--- src/rtl/aes_pkg.sv ---
// Shared definitions for the AES-128 round controller: round count, FSM states
// and the round-constant table.
package aes_pkg;

  localparam int unsigned NR = 10;

  typedef enum logic [2:0] {
    IDLE,
    KEYEXP,
    LOAD,
    ROUND,
    DONE
  } state_t;

  localparam logic [7:0] RCON [10] = '{
    8'h01, 8'h02, 8'h04, 8'h08, 8'h10, 8'h20, 8'h40, 8'h80, 8'h1B, 8'h36
  };

  function automatic logic [7:0] xtime(input logic [7:0] b);
    return {b[6:0], 1'b0} ^ (b[7] ? 8'h1B : 8'h00);
  endfunction

endpackage

--- src/rtl/aes_rcon_gen.sv ---
// Round-constant register: steps forward by xtime, backward by table lookup,
// and can be preset to the first (01) or last (36) constant.
module aes_rcon_gen
  import aes_pkg::*;
(
  input  logic       clk,
  input  logic       rst_n,
  input  logic       clr,
  input  logic       ld01,
  input  logic       ld36,
  input  logic       stepFwd,
  input  logic       stepRev,
  output logic [7:0] rcon
);

  logic [3:0] idx;

  always_ff @(posedge clk or negedge rst_n) begin
    if (!rst_n) begin
      rcon <= '0;
      idx  <= '0;
    end else if (clr) begin
      rcon <= '0;
      idx  <= '0;
    end else if (ld01) begin
      rcon <= RCON[0];
      idx  <= '0;
    end else if (ld36) begin
      rcon <= RCON[NR-1];
      idx  <= 4'(NR - 1);
    end else if (stepFwd) begin
      rcon <= xtime(rcon);
      idx  <= idx + 4'd1;
    end else if (stepRev) begin
      // xtime has no cheap inverse, so the previous constant comes from the table
      rcon <= RCON[idx - 4'd1];
      idx  <= idx - 4'd1;
    end
  end

endmodule

--- src/rtl/aes_ctrl.sv ---
// AES-128 iterative round controller. Decryption (key expansion, reverse key
// schedule) is built only when AES_CTRL_DECRYPT_EN is defined.
module aes_ctrl #(
  parameter int unsigned NR = 10
) (
  input  logic       clk,
  input  logic       rst_n,
  input  logic       in_valid,
  output logic       in_ready,
  input  logic       inv,
  input  logic       key_new,
  output logic       out_valid,
  input  logic       out_ready,
  output logic       dp_load,
  output logic       dp_key_load,
  output logic       dp_round_en,
  output logic [3:0] dp_round_idx,
  output logic       dp_final,
  output logic       dp_inv,
  output logic       dp_key_step,
  output logic       dp_key_dir,
  output logic [7:0] rcon,
  output logic       busy
);
  import aes_pkg::*;

`ifdef AES_CTRL_DECRYPT_EN
  localparam logic DEC_EN = 1'b1;
`else
  localparam logic DEC_EN = 1'b0;
`endif

  localparam logic [3:0] LAST = 4'(NR);

  state_t     state;
  logic [3:0] cnt;
  logic       kpos;
  logic       invQ;
  logic       invSel;
  logic       lastRnd;
  logic [3:0] nxtIdx;
  logic       rcClr, rcLd01, rcLd36, rcFwd, rcRev;

  assign invSel   = DEC_EN & inv;
  assign in_ready = rst_n && (state == IDLE);
  assign busy     = (state != IDLE);

  // rcon commands act on the coming edge so rcon lines up with the strobes
  always_comb begin
    rcClr   = 1'b0;
    rcLd01  = 1'b0;
    rcLd36  = 1'b0;
    rcFwd   = 1'b0;
    rcRev   = 1'b0;
    lastRnd = invQ ? (cnt == 4'd1) : (cnt == LAST);
    nxtIdx  = invQ ? (cnt - 4'd1) : (cnt + 4'd1);
    case (state)
      KEYEXP: begin
        if (cnt == '0)       rcLd01 = 1'b1;
        else if (cnt == LAST) rcClr = 1'b1;
        else                 rcFwd  = 1'b1;
      end
      LOAD: begin
        if (invQ) rcLd36 = 1'b1;
        else      rcLd01 = 1'b1;
      end
      ROUND: begin
        if (lastRnd)   rcClr = 1'b1;
        else if (invQ) rcRev = 1'b1;
        else           rcFwd = 1'b1;
      end
      default: rcClr = 1'b1;
    endcase
  end

  aes_rcon_gen uRcon (
    .clk     (clk),
    .rst_n   (rst_n),
    .clr     (rcClr),
    .ld01    (rcLd01),
    .ld36    (rcLd36),
    .stepFwd (rcFwd),
    .stepRev (rcRev),
    .rcon    (rcon)
  );

  always_ff @(posedge clk or negedge rst_n) begin
    if (!rst_n) begin
      state        <= IDLE;
      cnt          <= '0;
      kpos         <= 1'b0;
      invQ         <= 1'b0;
      out_valid    <= 1'b0;
      dp_load      <= 1'b0;
      dp_key_load  <= 1'b0;
      dp_round_en  <= 1'b0;
      dp_round_idx <= '0;
      dp_final     <= 1'b0;
      dp_inv       <= 1'b0;
      dp_key_step  <= 1'b0;
      dp_key_dir   <= 1'b0;
    end else begin
      dp_load      <= 1'b0;
      dp_key_load  <= 1'b0;
      dp_round_en  <= 1'b0;
      dp_round_idx <= '0;
      dp_final     <= 1'b0;
      dp_inv       <= 1'b0;
      dp_key_step  <= 1'b0;
      dp_key_dir   <= 1'b0;
      case (state)
        IDLE: begin
          if (in_valid) begin
            invQ   <= invSel;
            dp_inv <= invSel;
            cnt    <= '0;
            // a decrypt needs the last round key; expand unless it is already held
            if (invSel && (key_new || !kpos)) begin
              state       <= KEYEXP;
              dp_key_load <= 1'b1;
            end else begin
              state       <= LOAD;
              dp_load     <= 1'b1;
              dp_key_load <= ~invSel;
            end
          end
        end
        KEYEXP: begin
          dp_inv <= invQ;
          if (cnt == LAST) begin
            state   <= LOAD;
            dp_load <= 1'b1;
          end else begin
            cnt         <= cnt + 4'd1;
            dp_key_step <= 1'b1;
          end
        end
        LOAD: begin
          state        <= ROUND;
          cnt          <= invQ ? LAST : 4'd1;
          dp_round_idx <= invQ ? LAST : 4'd1;
          dp_round_en  <= 1'b1;
          dp_key_step  <= 1'b1;
          dp_key_dir   <= invQ;
          dp_final     <= invQ || (LAST == 4'd1);
          dp_inv       <= invQ;
        end
        ROUND: begin
          if (lastRnd) begin
            state     <= DONE;
            cnt       <= '0;
            kpos      <= ~invQ;
            out_valid <= 1'b1;
          end else begin
            cnt          <= nxtIdx;
            dp_round_idx <= nxtIdx;
            dp_round_en  <= 1'b1;
            dp_key_step  <= 1'b1;
            dp_key_dir   <= invQ;
            dp_final     <= !invQ && (nxtIdx == LAST);
            dp_inv       <= invQ;
          end
        end
        DONE: begin
          if (out_ready) begin
            state     <= IDLE;
            out_valid <= 1'b0;
          end
        end
        default: state <= IDLE;
      endcase
    end
  end

endmodule
--- config.mk ---
export PLATFORM = sky130hd
export DESIGN_NAME = aes_ctrl
export DESIGN_NICKNAME = d
export VERILOG_FILES = /design/src/rtl/aes_pkg.sv /design/src/rtl/aes_rcon_gen.sv /design/src/rtl/aes_ctrl.sv
export SDC_FILE = /design/constraint.sdc
export NUM_CORES = 1
export LEC_CHECK = 0
export CAP_MARGIN = 20
export CORE_UTILIZATION = 40
export CTS_BUF_LIST = sky130_fd_sc_hd__clkbuf_2 sky130_fd_sc_hd__clkbuf_4 sky130_fd_sc_hd__clkbuf_8
export DETAILED_ROUTE_END_ITERATION = 7
export MAX_ROUTING_LAYER = met4
export PLACE_DENSITY = 0.63
export SLEW_MARGIN = 20
export SYNTH_ARGS = -nofsm -noshare
export SYNTH_HDL_FRONTEND = slang
export SYNTH_SLANG_ARGS = --single-unit
--- constraint.sdc ---
create_clock -name clk -period 2.4 [get_ports clk]
set_clock_uncertainty 0.15 [all_clocks]
set_input_delay 0.48 -clock clk [delete_from_list [all_inputs] [get_ports clk]]
set_output_delay 0.48 -clock clk [all_outputs]
set_load 0.05 [all_outputs]
## Word-level counts from Yosys, hierarchy flattened

Index checks and enable logic that the tools add are counted.

- $add $sub $neg: 1
- Equality and inequality tests: 11
- Reductions and logical operators: 11
- Bitwise logic cells: 1
- Muxes and demuxes: 32

Operators by type and width:

| operator | number |
|---|---|
| 8-bit two-way mux | 3 |
| 4-bit case mux with 4 select lines | 1 |
| 3-bit case mux with 5 select lines | 1 |
| 3-bit two-way mux | 4 |
| 4-bit two-way mux | 3 |
| 1-bit case mux with 2 select lines | 6 |
| 1-bit two-way mux | 11 |
| 2-bit inequality test (second input constant) | 5 |
| 4-bit == test (second input constant) | 2 |
| 4-bit case mux with 2 select lines | 1 |
| 8-bit bitwise XOR | 1 |
| 3-bit by 2-bit == test with 1-bit output (second input constant) | 2 |
| 3-bit AND reduction | 2 |
| 5-bit two-way mux | 1 |
| 5-bit nonzero test | 1 |
| 4-bit by 1-bit adder with 4-bit output (second input constant) | 1 |
| 4-bit zero test | 1 |
| 4-bit AND reduction | 1 |
| 4-bit nonzero test | 1 |
| 3-bit by 1-bit == test with 1-bit output (second input constant) | 1 |
| 3-bit == test (second input constant) | 1 |
| 3-bit zero test | 1 |
| 1-bit case mux with 3 select lines | 1 |
| 3-bit nonzero test | 1 |
| other kinds (3) | 3 |

- Register bits after elaboration: 25
- Bits of input ports: 6
- Logic and storage cells: 66

## Longest topological paths before layout

Gate-level depths: netlist (run 1).

- Depth after elaboration: 7
- Depth in mapped cells: 6

## By module

Synthesis (run 1) repeated with hierarchy kept, for this count alone.

- Cell total of the unflattened synthesis: 202
- Area total of the unflattened synthesis: 1,905.6 um^2

Modules (own cells, without submodules):

| module | cells each | area each (um^2) | times used |
|---|---|---|---|
| aes_rcon_gen | 116 | 1,013.5 | 1 |
| aes_ctrl | 86 | 892.1 | 1 |

## Worst setup path after synthesis (run 1)

OpenSTA, ideal clock, no wires.

- Path type: register to register
- From: reg cnt[0]
- To: reg uRcon.rcon[2]
- Cell stages (with the launch flop): 7
- Data required time: 2,177 ps
- Slack: 527 ps
- Data arrival time: 1,649 ps
- Buffers on the path: 1
- Path through: dfrtp_1 -> inv_1 -> ha_1 -> and3b_4 -> or4_4 -> buf_6 -> a21boi_2

- Word-level cells in the longest chain between the ends: 5
- Elaborated cells between the ends (all ways): 13
- Those cells by class: eq/ne (1); mux (10); reduce/logical (2)

RTL lines:

| what | RTL line | source |
|---|---|---|
| from (decl) | aes_ctrl.sv:36 | `logic [3:0] cnt;` |
| from (signal assigned) | aes_ctrl.sv:134 | `cnt <= cnt + 4'd1;` |
| from (signal assigned) | aes_ctrl.sv:140 | `cnt <= invQ ? LAST : 4'd1;` |
| from (signal assigned) | aes_ctrl.sv:155 | `cnt <= nxtIdx;` |
| 4-bit == test / 4-bit zero test (equally long branches) | aes_ctrl.sv:55, aes_ctrl.sv:60, aes_ctrl.sv:59 |  |
| 1-bit two-way mux (on tied branches) | aes_ctrl.sv:60, aes_ctrl.sv:59 |  |
| 1-bit two-way mux / 1-bit case mux with 2 select lines (equally long branches) | aes_ctrl.sv:59, aes_ctrl.sv:57 |  |
| 1-bit case mux with 3 select lines, or another cell as far along | aes_ctrl.sv:57 | `case (state)` |
| 5-bit nonzero test (no source line) / 8-bit two-way mux (equally long branches) | -- |  |
| to (signal assigned) | aes_rcon_gen.sv:29 | `rcon <= RCON[NR-1];` |
| to (signal assigned) | aes_rcon_gen.sv:32 | `rcon <= xtime(rcon);` |
| to (signal assigned) | aes_rcon_gen.sv:36 | `rcon <= RCON[idx - 4'd1];` |
| to (decl) | aes_rcon_gen.sv:13 | `output logic [7:0] rcon` |

Parallel ways exist; a longest one is shown, timed or not.
A chain may end at the register's enable or synchronous reset.

## Worst setup path after layout (run 1)

- From: reg uRcon.rcon[7]
- To: out rcon[7]

RTL lines:

| what | RTL line | source |
|---|---|---|
| from (signal assigned) | aes_rcon_gen.sv:26 | `rcon <= RCON[0];` |
| from (signal assigned) | aes_rcon_gen.sv:29 |  |
| from (signal assigned) | aes_rcon_gen.sv:32 |  |
| to (decl) | aes_ctrl.sv:22 | `output logic [7:0] rcon,` |

No word-level cell between the ends.

==> results.cfg, run 1 <==
[outcome]
status = completed

[routing]
vias_per_cell = 5.41
num_vias = 855
first_pass_iters = 4
drt_iter0_markers = 15
antenna_left = 0
wirelength_um = 2140
drc_errors = 0
wire_per_inst_um = 13.5

[clock_network]
cts_tree = done
clkSlewWorstSetupHoldPaths_ns = 0.13
postCtsSetupBuffers = 0
cts_hold_buf = 0
cts_made_buffers = 3
post_cts_resized = 0
root_buffer = clkbuf_4
clk_latency_ns = 0.32
cts_max_path_buffers = 2
cts.sinks = 25
htreeDepth = 1

[final_layout]
nets = 138
syn2layout_area_growth_pct = 22.3
layout-drive-gt1-share = 0.134
n_fill_cell = 252
diodes = 0
finish.utilization = 0.520

[timing]
fin_ws_ns = 0.0993
drv_slew = 0
relSlewSlack = 0.643
min_period_over_period = 0.959
fmaxAchievable_mhz = 435
hold_violations = 0
rsz0062_at_grt = false
worstMarginPinSlew_ns = 0.536
tns_ns = 0
setup_viol = 0
whs_ns = 0.384
period_minus_slack_ns = 2.30

[yosys]
synth_compound_area_frac = 0.161
synth_area_leaders = dfrtp_1, ha_1, a21boi_2
synth-edff-count = 0
yosysTopAreaCell = dfrtp_1
synth_xor_area_frac = 0.0370
syn_area_per_cell_um2 = 11.1
syn_area_um2 = 1180
synth_adder_area_share = 0.0423
synth-seq-cells = 25
async_reset_ff_frac = 1.00
yosys.area_share.simple = 0.160
ys_seq_area_frac = 0.529
synth_top_family_by_area = compound AO/OA/AOI/OAI gates
synthMuxAreaShare = 0
ys.flop_type = dfrtp_1
synth_top_area_frac = 0.529
synthCells = 107
yosys_warnings = 0
ys_types = 35

[grt]
grt_pass1_vias = 791
grt_pass1_wl_um = 3670
antenna_found_initial = 0
grt_use_total = 0.156
grt_max_degree = 26
overflow = 0

[floorplanning]
die_h_um = 56.4
core-area_um2 = 2780
start_util = 0.425
die_x_um = 56.4
dieArea_um2 = 3180
io_pins = 28
rows = 19

[worst_setup_path]
slowest_stage = clkdlybuf4s50_1
critical-path-top-delay-family = buffers and inverters
critPathBufInv = 1
r2r_setup_slack_ns = 0.30
arrival_ns = 1.67
cpPeakStageDelay_ns = 0.85
path_max_fanout = 5
r2r_end = dp_final$_DFF_PN0_
r2r-start = cnt[0]$_DFFE_PN0P_
path_class = flip-flop to output pin
r2r_cells = 5
required_ns = 1.77
cp-start-kind = flip-flop
endpoint_kind = output pin
crit_chain = clkdlybuf4s50_1

[pwr]
p_per_area_nw_per_um2 = 1320
vdd_drop_max_uv = 796
leakage_nw = 0.628
power_mw = 1.90

[placed_design]
pre_cts_slack_ns = 0.313
port_buffers = 23
finalWeightedCongestion = 0.820
post-dp-hpwl_um = 1530

[worst_hold_path]
hp-start = uRcon.rcon[5]$_DFFE_PN0P_
min-delay-path-class = flip-flop to flip-flop
holdPathEnd = uRcon.rcon[6]$_DFFE_PN0P_
hold_depth = 1

[flow_run]
maxCapViolCount = 0
[per-layer routing]
metal / track usage / up-vias / share of wire
li1: - / 404 / -
met1: 0.217 / 428 / 0.46
met2: 0.221 / 19 / 0.49
met3: 0.0346 / 4 / 0.031
met4: 0.0627 / 0 / 0.019
met5: - / - / 0
[cells in the final DEF (no fill, tap or decap), drive strengths merged, types with 2 or more instances in the layout]
| master | count |
|---|---|
| xnor2 | 4 |
| o31ai | 2 |
| conb | 2 |
| a21boi | 4 |
| o21ai | 2 |
| nand2 | 3 |
| and2 | 2 |
| a21oi | 8 |
| nand2b | 5 |
| nor2 | 7 |
| dfrtp | 25 |
| ha | 4 |
| inv | 7 |
| clkbuf | 4 |
| o2bb2ai | 2 |
| clkdlybuf4s50 | 21 |
| buf | 3 |
| nor3b | 2 |
| nor3 | 7 |
[power by group]
| group | total (mW) | leakage [nW] | switching [mW] | internal [mW] |
|---|---|---|---|---|
| combinational | 1.02 | 0.293 | 0.663 | 0.360 |
| clock | 0.198 | 0.0184 | 0.121 | 0.0764 |
| sequential | 0.683 | 0.317 | 0.129 | 0.554 |
| total | 1.90 | 0.628 | 0.913 | 0.990 |
[metrics by stage]
step                      std cells  instance area (µm²)
after floorplan                 108                 1190
after global placement          154                 1420
after detailed placement        154                 1420
after CTS                       158                 1450
after global routing            158                 1450
final                           158                 1450
[flip-flops by register name, summed over array words and instances, names as in the netlist]
| register | cells |
|---|---|
| state | 3 |
| dp_key_step | 1 |
| out_valid | 1 |
| dp_final | 1 |
| dp_round_idx | 4 |
| cnt | 4 |
| dp_load | 1 |
| uRcon.rcon | 8 |
| dp_round_en | 1 |
| dp_key_load | 1 |
[kinds of logic (layout without fill, tap and decap cells)]
group,count (synthesis),after routing
compound gates,24,24
xor+xnor,5,5
fa+ha+maj,4,4
buf+inv,16,35
flops,25,25
other cells,1,2
simple gates,32,32
[cell usage after synthesis (all sizes together), types with 3 or more instances]
master / n
dfrtp: 25
a21oi: 8
inv: 7
nor2: 7
nor3: 7
buf: 5
nand2b: 5
a21boi: 4
clkbuf: 4
ha: 4
xnor2: 4
nand2: 3
[worst max-delay path by stage]
stage,depth (start not counted),endpoint,from,slack (ns)
after detailed placement,5,dp_final$_DFF_PN0_,cnt[0]$_DFFE_PN0P_,0.31
after global routing,3,in_ready,state[2]$_DFFE_PN0P_,0.01
after floorplan,6,uRcon.rcon[2]$_DFFE_PN0P_,cnt[0]$_DFFE_PN0P_,0.53
after CTS,1,rcon[7],uRcon.rcon[7]$_DFFE_PN0P_,0.07
after global placement,5,dp_final$_DFF_PN0_,cnt[0]$_DFFE_PN0P_,0.38
final,1,rcon[7],uRcon.rcon[7]$_DFFE_PN0P_,0.1
[cell type report]
type | count | area [µm²] | share of cell area
timing repair buffer | 24 | 245 | 0.170
inverter | 7 | 26.3 | 0.0182
multi-input combinational | 67 | 480 | 0.332
tap | 31 | 38.8 | 0.0268
clock buffer | 4 | 30.0 | 0.0208
sequential | 25 | 626 | 0.433
Power figures use the tool's default switching activity.
==> run 2, diff against run 1 <==
Settings changed: GPL_ROUTABILITY_DRIVEN from default to 0, RECOVER_POWER from default to 100.
==> run 2 against run 1 <==
  * Critical path depth stayed put
  * Clock-buffer cell count unchanged
  * Fmax about the same
  * Wire length grew 0.51%
  * Core utilization decreased by 1.1 points
  * Sequential share of layout area rose by 0.92 points
  * Sequential power about the same
  * Die area stayed put
  * Highest routed layer unchanged
  * Combinational power decreased by 7%
  * Cell count unchanged
  * Total power shrank 4.0%
  * Worst hold slack got worse by 0.0070 ns
==> results.cfg, run 2 (synthesis results as in run 1) <==
[worst_hold_path]
hp-start = uRcon.rcon[5]$_DFFE_PN0P_
min-delay-path-class = flip-flop to flip-flop
hold_depth = 1
holdPathEnd = uRcon.rcon[6]$_DFFE_PN0P_

[timing]
fmaxAchievable_mhz = 435
hold_violations = 0
period_minus_slack_ns = 2.30
worstMarginPinSlew_ns = 1.32
drv_slew = 0
min_period_over_period = 0.959
rsz0062_at_grt = false
setup_viol = 0
relSlewSlack = 0.122
tns_ns = 0

[clock_network]
cts_hold_buf = 0
root_buffer = clkbuf_4
cts.sinks = 25
cts_max_path_buffers = 2
postCtsSetupBuffers = 0
htreeDepth = 1
clk_latency_ns = 0.31
clkSlewWorstSetupHoldPaths_ns = 0.13
cts_made_buffers = 3
post_cts_resized = 0
cts_tree = done

[grt]
grt_pass1_wl_um = 3670
antenna_found_initial = 0
grt_pass1_vias = 791
grt_use_total = 0.156
grt_max_degree = 26
overflow = 0

[final_layout]
n_fill_cell = 264
regMostFlops = uRcon.rcon
layout-drive-gt1-share = 0.0787
top_regs = uRcon.rcon (8), cnt (4), dp_round_idx (4)
syn2layout_area_growth_pct = 19.8
final_cell_mix = dfrtp_1, dlygate4sd3_1
design_area_um2 = 1420
final_common_cell = dfrtp_1
largest_reg_flops = 8
diodes = 0
nets = 138

[floorplanning]
die_x_um = 56.4
core-area_um2 = 2780
rows = 19
start_util = 0.425
io_pins = 28
die_h_um = 56.4
dieArea_um2 = 3180

[worst_setup_path]
critPathBufInv = 1
cpPeakStageDelay_ns = 0.85
required_ns = 1.77
critical-path-top-delay-family = buffers and inverters
cp-start-kind = flip-flop
crit_chain = clkdlybuf4s50_1
endpoint_kind = output pin
path_max_fanout = 5
arrival_ns = 1.67
r2r_setup_slack_ns = 0.34
r2r-start = cnt[0]$_DFFE_PN0P_
path_class = flip-flop to output pin
r2r_cells = 5
r2r_end = uRcon.rcon[7]$_DFFE_PN0P_
slowest_stage = clkdlybuf4s50_1

[placed_design]
post-dp-hpwl_um = 1530
port_buffers = 23
dpl-instance-area_um2 = 1420

[pwr]
p_int_mw = 0.946
leakage_nw = 0.655
p_comb_frac = 0.520
pwr-share-seq = 0.373
vdd_drop_max_uv = 766
switching_share = 0.482
power_mw = 1.83
p_per_area_nw_per_um2 = 1290
pwr-share-clk = 0.108
p_sw_mw = 0.880

[routing]
num_vias = 867
wire_per_inst_um = 13.6
wirelength_um = 2150
drc_errors = 0
drt_iter0_markers = 14
antenna_left = 0
vias_per_cell = 5.49
first_pass_iters = 4

[outcome]
status = completed

[flow_run]
maxCapViolCount = 0
-- run 2: worst max-delay path by stage --
| stage | cells after the start | to | start |
|---|---|---|---|
| floorplan | 6 | uRcon.rcon[2]$_DFFE_PN0P_ | cnt[0]$_DFFE_PN0P_ |
| global placement | 5 | dp_final$_DFF_PN0_ | cnt[0]$_DFFE_PN0P_ |
| detailed placement | 5 | dp_final$_DFF_PN0_ | cnt[0]$_DFFE_PN0P_ |
| CTS | 1 | rcon[7] | uRcon.rcon[7]$_DFFE_PN0P_ |
| global route | 3 | in_ready | state[2]$_DFFE_PN0P_ |
| finish | 1 | rcon[7] | uRcon.rcon[7]$_DFFE_PN0P_ |
-- run 2: routing by layer --
layer	up-vias	routed length, µm	track usage
li1	407	-	-
met1	435	1020	0.217
met2	21	1020	0.221
met3	4	69	0.0346
met4	0	40	0.0627
met5	-	0	-
-- run 2: cell type report --
| class | count | area (µm²) | share of cell area |
|---|---|---|---|
| Timing Repair Buffer | 24 | 239 | 0.169 |
| Tap cell | 31 | 38.8 | 0.0274 |
| Sequential cell | 25 | 626 | 0.442 |
| Clock buffer | 4 | 30.0 | 0.0212 |
| Inverter | 7 | 26.3 | 0.0186 |
| Multi-Input combinational cell | 67 | 457 | 0.322 |
-- run 2: per-stage QoR --
step	hold WS [ns]	std cells	setup slack, ns	utilization
floorplan	0.0344	108	0.527	-
global placement	0.344	154	0.375	0.509
detailed placement	0.360	154	0.313	0.509
CTS	0.390	158	0.0738	0.520
global route	0.404	158	0.0107	0.509
finish	0.377	158	0.0990	0.509
-- run 2: worst reg2reg max path, stage by stage (launching register included) --
cell,delay [ns]
dfrtp_1,0.45
inv_1,0.13
ha_1,0.25
and3b_4,0.22
or4_4,0.58
a21boi_0,0.22
-- run 2: power by group through the flow --
stage                     logic (mW)  clock network (mW)  registers [mW]
after global routing            1.02               0.231           0.704
final                          0.949               0.197           0.680
after global placement          1.02                   0           0.686
after detailed placement        1.03                   0           0.693
after floorplan                0.529                   0           0.934
after CTS                       1.03               0.207           0.685
